==> src/rtl/ddr2_app_pkg.sv <==
// ddr2_app_pkg: shared commands, FSM states and address helper for the DDR2 app arbiter
package ddr2_app_pkg;
    localparam logic [2:0] CMD_WRITE = 3'b000;
    localparam logic [2:0] CMD_READ  = 3'b001;

    typedef enum logic [2:0] {WAIT_INIT, IDLE, WR_B0, WR_B1, RD_CMD} state_e;

    // BL4 bursts start on a 4-column boundary
    function automatic logic [63:0] burst_addr_mask(input logic [63:0] addr);
        return {addr[63:2], 2'b00};
    endfunction
endpackage

==> src/rtl/ddr2_rd_tracker.sv <==
// ddr2_rd_tracker: read return register, outstanding-burst counter and underflow flag
module ddr2_rd_tracker #(
    parameter int APPDATA_WIDTH = 32,
    parameter int BURST_BEATS   = 2
) (
    input  logic                     clk_i,
    input  logic                     rst_i,
    input  logic                     issue_i,
    input  logic                     rd_data_valid_i,
    input  logic [APPDATA_WIDTH-1:0] rd_data_fifo_out_i,
    output logic                     rd_valid_o,
    output logic [APPDATA_WIDTH-1:0] rd_data_o,
    output logic [3:0]               outstanding_o
);
    localparam int BW = BURST_BEATS > 1 ? $clog2(BURST_BEATS) : 1;

    logic [BW-1:0]            beat_q;
    logic [3:0]               cnt_q;
    logic                     valid_q;
    logic                     err_underflow_q;
    logic [APPDATA_WIDTH-1:0] data_q;
    logic                     have, last_beat, dec;

    assign have      = cnt_q != 4'd0;
    assign last_beat = beat_q == BW'(BURST_BEATS - 1);
    assign dec       = rd_data_valid_i & have & last_beat;

    always_ff @(posedge clk_i) begin
        if (rst_i) begin
            beat_q          <= '0;
            cnt_q           <= '0;
            valid_q         <= 1'b0;
            data_q          <= '0;
            err_underflow_q <= 1'b0;
        end else begin
            valid_q <= rd_data_valid_i;
            data_q  <= rd_data_fifo_out_i;
            // stray beats with nothing outstanding are forwarded but not counted
            if (rd_data_valid_i & have) beat_q <= last_beat ? '0 : beat_q + BW'(1);
            cnt_q <= cnt_q + {3'd0, issue_i} - {3'd0, dec};
            if (rd_data_valid_i & ~have) err_underflow_q <= 1'b1;
        end
    end

    assign rd_valid_o    = valid_q;
    assign rd_data_o     = data_q;
    assign outstanding_o = cnt_q;
endmodule

==> src/rtl/ddr2_app_arbiter.sv <==
// ddr2_app_arbiter: round-robin write/read burst arbiter and sequencer for the MIG DDR2 user interface
module ddr2_app_arbiter
    import ddr2_app_pkg::*;
#(
    parameter int ADDR_WIDTH         = 31,
    parameter int APPDATA_WIDTH      = 32,
    parameter int BURST_BEATS        = 2,
    parameter int MAX_RD_OUTSTANDING = 4
) (
    input  logic                       clk0,
    input  logic                       rst0,
    input  logic                       phy_init_done,
    input  logic                       wr_req,
    input  logic [ADDR_WIDTH-1:0]      wr_addr,
    input  logic [APPDATA_WIDTH-1:0]   wr_data,
    input  logic [APPDATA_WIDTH/8-1:0] wr_mask,
    output logic                       wr_pop,
    output logic                       wr_ack,
    input  logic                       rd_req,
    input  logic [ADDR_WIDTH-1:0]      rd_addr,
    output logic                       rd_ack,
    output logic [APPDATA_WIDTH-1:0]   rd_data,
    output logic                       rd_valid,
    input  logic                       app_af_afull,
    input  logic                       app_wdf_afull,
    output logic                       app_af_wren,
    output logic [2:0]                 app_af_cmd,
    output logic [ADDR_WIDTH-1:0]      app_af_addr,
    output logic                       app_wdf_wren,
    output logic [APPDATA_WIDTH-1:0]   app_wdf_data,
    output logic [APPDATA_WIDTH/8-1:0] app_wdf_mask_data,
    input  logic                       rd_data_valid,
    input  logic [APPDATA_WIDTH-1:0]   rd_data_fifo_out,
    output logic                       busy
);
    state_e     state_q, state_d;
    logic       last_rd_q, last_rd_d;
    logic [3:0] outstanding;
    logic       wr_ok, rd_ok, pick_wr, issue_d, wdf_d;

    assign wr_ok   = wr_req & ~app_af_afull & ~app_wdf_afull;
    assign rd_ok   = rd_req & ~app_af_afull & (outstanding < 4'(MAX_RD_OUTSTANDING));
    assign pick_wr = wr_ok & (~rd_ok | last_rd_q);

    always_comb begin
        state_d   = state_q;
        last_rd_d = last_rd_q;
        case (state_q)
            WAIT_INIT: state_d = phy_init_done ? IDLE : WAIT_INIT;
            IDLE: begin
                state_d   = pick_wr ? WR_B0 : rd_ok ? RD_CMD : IDLE;
                last_rd_d = pick_wr ? 1'b0 : rd_ok ? 1'b1 : last_rd_q;
            end
            WR_B0:   state_d = WR_B1;
            default: state_d = IDLE;
        endcase
    end

    // outputs are registered from the next state so they line up with the state they describe
    assign issue_d = state_d == WR_B0 || state_d == RD_CMD;
    assign wdf_d   = state_d == WR_B0 || state_d == WR_B1;

    always_ff @(posedge clk0) begin
        if (rst0) begin
            state_q           <= WAIT_INIT;
            last_rd_q         <= 1'b1;
            wr_pop            <= 1'b0;
            wr_ack            <= 1'b0;
            rd_ack            <= 1'b0;
            app_af_wren       <= 1'b0;
            app_af_cmd        <= CMD_WRITE;
            app_af_addr       <= '0;
            app_wdf_wren      <= 1'b0;
            app_wdf_data      <= '0;
            app_wdf_mask_data <= '0;
            busy              <= 1'b0;
        end else begin
            state_q           <= state_d;
            last_rd_q         <= last_rd_d;
            wr_pop            <= wdf_d;
            wr_ack            <= state_d == WR_B1;
            rd_ack            <= state_d == RD_CMD;
            app_af_wren       <= issue_d;
            app_af_cmd        <= state_d == RD_CMD ? CMD_READ : CMD_WRITE;
            app_af_addr       <= issue_d ? ADDR_WIDTH'(burst_addr_mask(64'(state_d == RD_CMD ? rd_addr : wr_addr))) : '0;
            app_wdf_wren      <= wdf_d;
            app_wdf_data      <= wdf_d ? wr_data : '0;
            app_wdf_mask_data <= wdf_d ? wr_mask : '0;
            busy              <= issue_d | wdf_d;
        end
    end

    ddr2_rd_tracker #(
        .APPDATA_WIDTH(APPDATA_WIDTH),
        .BURST_BEATS  (BURST_BEATS)
    ) u_trk (
        .clk_i             (clk0),
        .rst_i             (rst0),
        .issue_i           (state_q == RD_CMD),
        .rd_data_valid_i   (rd_data_valid),
        .rd_data_fifo_out_i(rd_data_fifo_out),
        .rd_valid_o        (rd_valid),
        .rd_data_o         (rd_data),
        .outstanding_o     (outstanding)
    );
endmodule

==> config.mk <==
export PLATFORM = sky130hd
export DESIGN_NAME = ddr2_app_arbiter
export DESIGN_NICKNAME = d
export VERILOG_FILES = /design/src/rtl/ddr2_app_pkg.sv /design/src/rtl/ddr2_rd_tracker.sv /design/src/rtl/ddr2_app_arbiter.sv
export SDC_FILE = /design/constraint.sdc
export NUM_CORES = 1
export LEC_CHECK = 0
export CORE_UTILIZATION = 36
export CTS_BUF_LIST = sky130_fd_sc_hd__clkbuf_2
export CTS_CLUSTER_SIZE = 20
export DETAILED_ROUTE_END_ITERATION = 8
export PLACE_DENSITY = 0.91
export SYNTH_ARGS = -nofsm -noshare
export SYNTH_HDL_FRONTEND = slang
export SYNTH_HIERARCHICAL = 1
export SYNTH_SLANG_ARGS = --single-unit
export TNS_END_PERCENT = 5
==> constraint.sdc <==
create_clock -name clk0 -period 2.7 [get_ports clk0]
set_input_delay 0.27 -clock clk0 [delete_from_list [all_inputs] [get_ports clk0]]
set_output_delay 0.27 -clock clk0 [all_outputs]
set_load 0.05 [all_outputs]
==> results of run 1 <==
logic make-up after synthesis:
group	after synthesis	share of synthesized area
XOR/XNOR	1	0.002474
flip-flops	112	0.6332
other	1	0.001059
AO/OA/AOI/OAI	45	0.1184
AND/OR/NAND/NOR	93	0.1636
multiplexers	2	0.007066
buffers and inverters	32	0.05088
adder cells (fa/ha/maj)	6	0.02332
metal layers:
metal,global-route usage,vias to the layer above,part of all wire
met2,0.3537,147,0.52
met3,0.08282,24,0.11
met4,0.09810,0,0.029
met5,0,-,0
li1,-,1441,-
met1,0.1787,1325,0.35
synthesized netlist by cell type (2+ instances only):
library cell / instances
buf_6: 3
dfxtp_1: 112
nand2b_1: 2
and2_1: 38
a21oi_1: 3
nor2b_1: 36
inv_1: 10
nor4_1: 2
a32o_1: 5
clkbuf_1: 4
a22o_1: 24
o311ai_0: 2
buf_2: 6
ha_1: 5
buf_4: 8
nor2_1: 7
nor3b_1: 3
flip-flops by register name, summed over array words and instances, names as in the netlist:
| signal | flops |
|---|---|
| app_wdf_data | 32 |
| u_trk/rd_data_o | 32 |
| app_af_addr | 29 |
| app_wdf_mask_data | 4 |
| u_trk/outstanding_o | 4 |
| state_q | 3 |
| app_af_wren | 1 |
| app_wdf_wren | 1 |
| busy | 1 |
| last_rd_q | 1 |
| rd_ack | 1 |
| u_trk/beat_q | 1 |
| u_trk/rd_valid_o | 1 |
| wr_ack | 1 |
critical path: stages (launching register included):
cell and delay (ns):
dfxtp_1 0.40, inv_1 0.07, ha_1 0.23, a31oi_4 0.20, and2_1 0.15, ha_1 0.23, inv_1 0.06, ha_1 0.19
fa_1 0.41, nor2b_1 0.14
power groups by stage:
stage	clock network, mW	registers (mW)	logic (mW)
finish	0.902	1.73	0.564
floorplan	0	1.92	0.103
global placement	0	1.75	0.555
detailed placement	0	1.76	0.565
CTS	0.935	1.73	0.568
global route	1.00	1.73	0.590
worst min path at each step:
stage / start / endpoint / slack, ns
2_1_floorplan: rst0 / state_q[0] / 0.34
3_3_place_gp: last_rd_q / last_rd_q / 0.56
3_5_place_dp: u_trk/beat_q / u_trk/beat_q / 0.57
4_1_cts: rd_data_fifo_out[9] / u_trk/rd_data_o[9] / 0.14
5_1_grt: rd_data_fifo_out[8] / u_trk/rd_data_o[8] / 0.13
6_report: rd_data_fifo_out[9] / u_trk/rd_data_o[9] / 0.23
final cells by class:
cell class              count  area (sq um)
well taps                 129         161.4
fillers                   745          3188
repair buffers            247          2447
clock buffers               9         45.04
multi-input cells         151          1136
clock inverters             7         110.1
inverters                  11         41.29
flip-flops and latches    112          2242
repair_timing:
item / CTS / global route
hold endpoints to repair: 2 / 0
hold buffers: 1 / 0
setup endpoints to repair: 0 / 0
==> results.txt, run 1 <==
DRC: 0
Util after Layout: 0.6598
Number of cells after detailed placement: 649
Fraction of registers with async set/reset: 0
Post-DP HPWL: 8015 um
Placed instance area: 0.006018 sq mm
Clock period minus worst slack: 2.158 ns
Clock transition at path regs: 0.27 ns
Clk_lat worst skew: 0.55 ns
CTS H-tree lvls: 3
Sink Count: 112
Ys flop type: dfxtp_1
Post-Route WL: 10030 um
Non-Filler Instances: 666
Die height: 101.2 um
Root Buffer: clkbuf_2
Synth Area per Inst: 12.13 sq um
R2r setup slk: 0.54 ns
Total GRT Usage: 0.1914
Max IR drop VDD: 0.2950 mV
CP Capture Point: u_trk/outstanding_o[1]
Hold Path Class: primary input to flip-flop
RePlAce Congestion: 0.7414
Commonest cells after routing, fill and taps aside: 237 x clkdlybuf4s50_1, 112 x dfxtp_1, 38 x and2_1
Area of the core: 0.009371 sq mm
Initial drt markers: 60
Vias per Instance: 4.410
# setup viols final: 0
Final Hold Viols: 0
Synth warnings: 6
Buffer depth of the longest clock path: 2
Setup ws final: 0.5420 ns
Total gr overflow: 0
WHS Path Cells: 2
Initial Utilization: 0.3778
Total power: 3.192 mW
RSZ-0062 raised after global routing: no
Leak: 2.382 nW
Pre-CTS setup slack: 0.1069 ns
Post-CTS setup repair buffer count: 0
R2R Path Start: u_trk/outstanding_o[2]
Synth-to-Final Area Change: 74.63%
Synth Register Bits: 112
P_int: 2.385 mW
Tcrit/Tclk final: 0.7993
Fmax: 0.4634 GHz
Sw Share: 0.2527
Post-layout instance area: 0.006183 sq mm
Synth Instances: 292
Register area share after synthesis: 0.6332
Crit path launch type: flip-flop
Setup TNS: 0 ns
Seq pwr share: 0.541
RR Endpoint: u_trk/outstanding_o[1]
Post-synth top area share: 0.6332
Vias in the first global route: 2954
Yosys top cell by area: dfxtp_1
Diodes inserted: 0
Number of cells on the worst reg-to-reg path: 9
First-pass GRT wire length: 14550 um
Switching Power: 0.8067 mW
Slew Limit Fails: 0
Critical path class: flip-flop to flip-flop
CP Capture Type: flip-flop
Post-Syn Area: 0.003541 sq mm
Maxcap violations: 0
Clk pwr share: 0.283
Nets@finish: 676
Post_cts resized: 0
Port Buf Inserts: 238
Power Density: 516.2 mW/mm^2
Rel. slew slack: 0.2846
Logic gate share of total power: 0.177
Critical Path RT: 3.15 ns
Final hold slack: 0.2286 ns
Largest net degree at the start of global routing: 46
CTS tree: yes
I/O Pins: 247
Via count: 2937
CP arrival: 2.61 ns
Post-synth EDFFs: 0
Commonest non-fill, non-tap cell in the layout: clkdlybuf4s50_1
Die width: 101.2 um
CP startpoint: u_trk/outstanding_o[2]
Routed length per instance: 15.06 um
Initial antenna violation count: 0
Die footprint: 0.01024 sq mm
Routed Antenna Nets: 0
Largest cells by area after synthesis: dfxtp_1 63%, and2_1 6.7%, nor2b_1 6.4%
Status: finished clean
Total CTS buffers: 9
Max Clock Skew: 0.01644 ns
Crit-path max FO: 3
Worst Max-Slew Pin Slew: 1.073 ns
Initial DRT Pass Iterations: 4
Layout cells sized above 1: 0.05959
Post-synth cell types: 39
Row cnt: 35
Note: power is estimated with default switching activity, not from simulation.
==> run 2, diff against run 1 <==
clock period = 2.1 ns   (was 2.7 ns; I/O delays follow)
==> results.txt, run 2 (same netlist as run 1, synthesis figures left out) <==
Die height: 101.2 um (unchanged)
Initial DRT Pass Iterations: 4 (unchanged)
DRC: 0 (unchanged)
Row cnt: 35 (unchanged)
Critical path class: flip-flop to flip-flop
Pre-CTS setup slack: -0.2553 ns (-0.3622 ns)
Synth-to-Final Area Change: 76.78%
Crit path launch type: flip-flop
Post-CTS setup repair buffer count: 0 (unchanged)
Leak: 2.530 nW (+6.2%)
Final Hold Viols: 0 (unchanged)
Fillcell total: 717 (-3.8%)
Port Buf Inserts: 238 (unchanged)
Setup ws final: 0.06817 ns (-0.4738 ns)
Area of the core: 0.009371 sq mm (unchanged)
Tcrit/Tclk final: 0.9675 (+0.1683)
Post-DP HPWL: 8123 um (+1.3%)
Clk_lat worst skew: 0.56 ns (about the same)
RSZ-0062 raised after global routing: yes
I/O Pins: 247 (unchanged)
Status: finished clean
Maxcap violations: 0 (unchanged)
Via count: 2956 (+0.65%)
Worst Max-Slew Pin Slew: 0.5979 ns (-0.4752 ns)
Util after Layout: 0.6680 (+0.008144)
Slew Limit Fails: 0 (unchanged)
Max IR drop VDD: 0.6349 mV (+120%)
Fmax: 0.4922 GHz (+6.2%)
Clock period minus worst slack: 2.032 ns (-0.1262 ns)
Crit-path max FO: 3 (unchanged)
Layout cells sized above 1: 0.08118 (+0.02159)
Routed Antenna Nets: 0 (unchanged)
Critical Path RT: 2.57 ns (-0.58 ns)
CTS tree: yes
CTS H-tree lvls: 3 (unchanged)
Post-layout instance area: 0.006260 sq mm (+1.2%)
Initial Utilization: 0.3778 (unchanged)
Max Clock Skew: 0.02180 ns (+0.005355 ns)
Initial antenna violation count: 1 (+1)
Power Density: 642.2 mW/mm^2 (+24%)
CP Capture Type: flip-flop
# setup viols final: 0 (unchanged)
Commonest non-fill, non-tap cell in the layout: clkdlybuf4s50_1
Die footprint: 0.01024 sq mm (unchanged)
Initial drt markers: 36 (-40%)
Total GRT Usage: 0.1905 (-0.0008855)
Post-Route WL: 10160 um (+1.3%)
Total power: 4.020 mW (+26%)
Buffer depth of the longest clock path: 2 (unchanged)
Sink Count: 112 (unchanged)
Root Buffer: clkbuf_2
Rel. slew slack: 0.5964 (+0.3117)
Vias in the first global route: 2888 (-2.2%)
CP arrival: 2.50 ns (-0.11 ns)
Nets@finish: 681 (+0.74%)
Hold Path Class: primary input to flip-flop
Clock transition at path regs: 0.28 ns (about the same)
Vias per Instance: 4.399 (-0.25%)
First-pass GRT wire length: 14410 um (-0.90%)
Commonest cells after routing, fill and taps aside: 230 x clkdlybuf4s50_1, 111 x dfxtp_1, 37 x and2_1
Total CTS buffers: 9 (unchanged)
Routed length per instance: 15.12 um (+0.39%)
Total gr overflow: 0 (unchanged)
Largest net degree at the start of global routing: 46 (unchanged)
Die width: 101.2 um (unchanged)
RePlAce Congestion: 0.8502 (+15%)
Placed instance area: 0.006081 sq mm (+1.0%)
## run 2: layer usage
layer / vias to the layer above / global-route usage / share of wire
li1: 1453 / - / -
met1: 1340 / 0.1670 / 0.33
met2: 143 / 0.3679 / 0.54
met3: 20 / 0.08420 / 0.099
met4: 0 / 0.08919 / 0.027
met5: - / 0 / 0
## run 2: path summary, 6_finish.rpt
path                            endpoint  cells past startpoint                   start  slack (ns)
setup / recovery  u_trk/outstanding_o[1]                      9  u_trk/outstanding_o[2]        0.07
hold / removal        u_trk/rd_data_o[3]                      2     rd_data_fifo_out[3]        0.15
setup reg to reg  u_trk/outstanding_o[1]                      9  u_trk/outstanding_o[2]        0.07
hold reg to reg             u_trk/beat_q                      2            u_trk/beat_q        0.62
## run 2: layout make-up
cell class,instances,area [sq um],share of cell area
Timing Repair Buffer,252,2531,0.4044
Sequential cell,112,2243,0.3584
Multi-Input combinational cell,151,1144,0.1827
Tap cell,129,161.4,0.02578
Clock inverter,5,81.33,0.01299
Clock buffer,11,55.05,0.008795
Inverter,11,41.29,0.006596
Antenna cell,1,2.502,0.0003998
## run 2: per-stage QoR
step	cells	hold WS (ns)	TNS [ns]
3_5_place_dp	654	0.5655	-11.06
2_1_floorplan	295	0.2824	0
4_1_cts	671	0.09253	0
6_report	672	0.1453	0
3_3_place_gp	654	0.5587	-9.891
5_1_grt	672	0.05207	-0.04951
## run 2: where the power goes
group | switching (mW) | internal [mW] | leakage [nW]
Combinational | 0.360 | 0.375 | 1.53
Sequential | 0.0221 | 2.20 | 0.914
Clock | 0.662 | 0.403 | 0.0821
## run 2: repair_timing
item	4_1_cts	5_1_grt
hold buffers	1	0
resized for setup	1	11
endpoints found under the setup margin	1	13
pin swaps	0	0
hold endpoints to repair	2	0
## run 2: worst max-delay path, cell delays in order, from the launching register on
cell and delay, ns:
dfxtp_2 0.39, inv_1 0.06, ha_2 0.19, a31oi_4 0.17
and2_4 0.15, ha_1 0.21, inv_1 0.06, ha_2 0.18
fa_1 0.40, nor2b_1 0.14
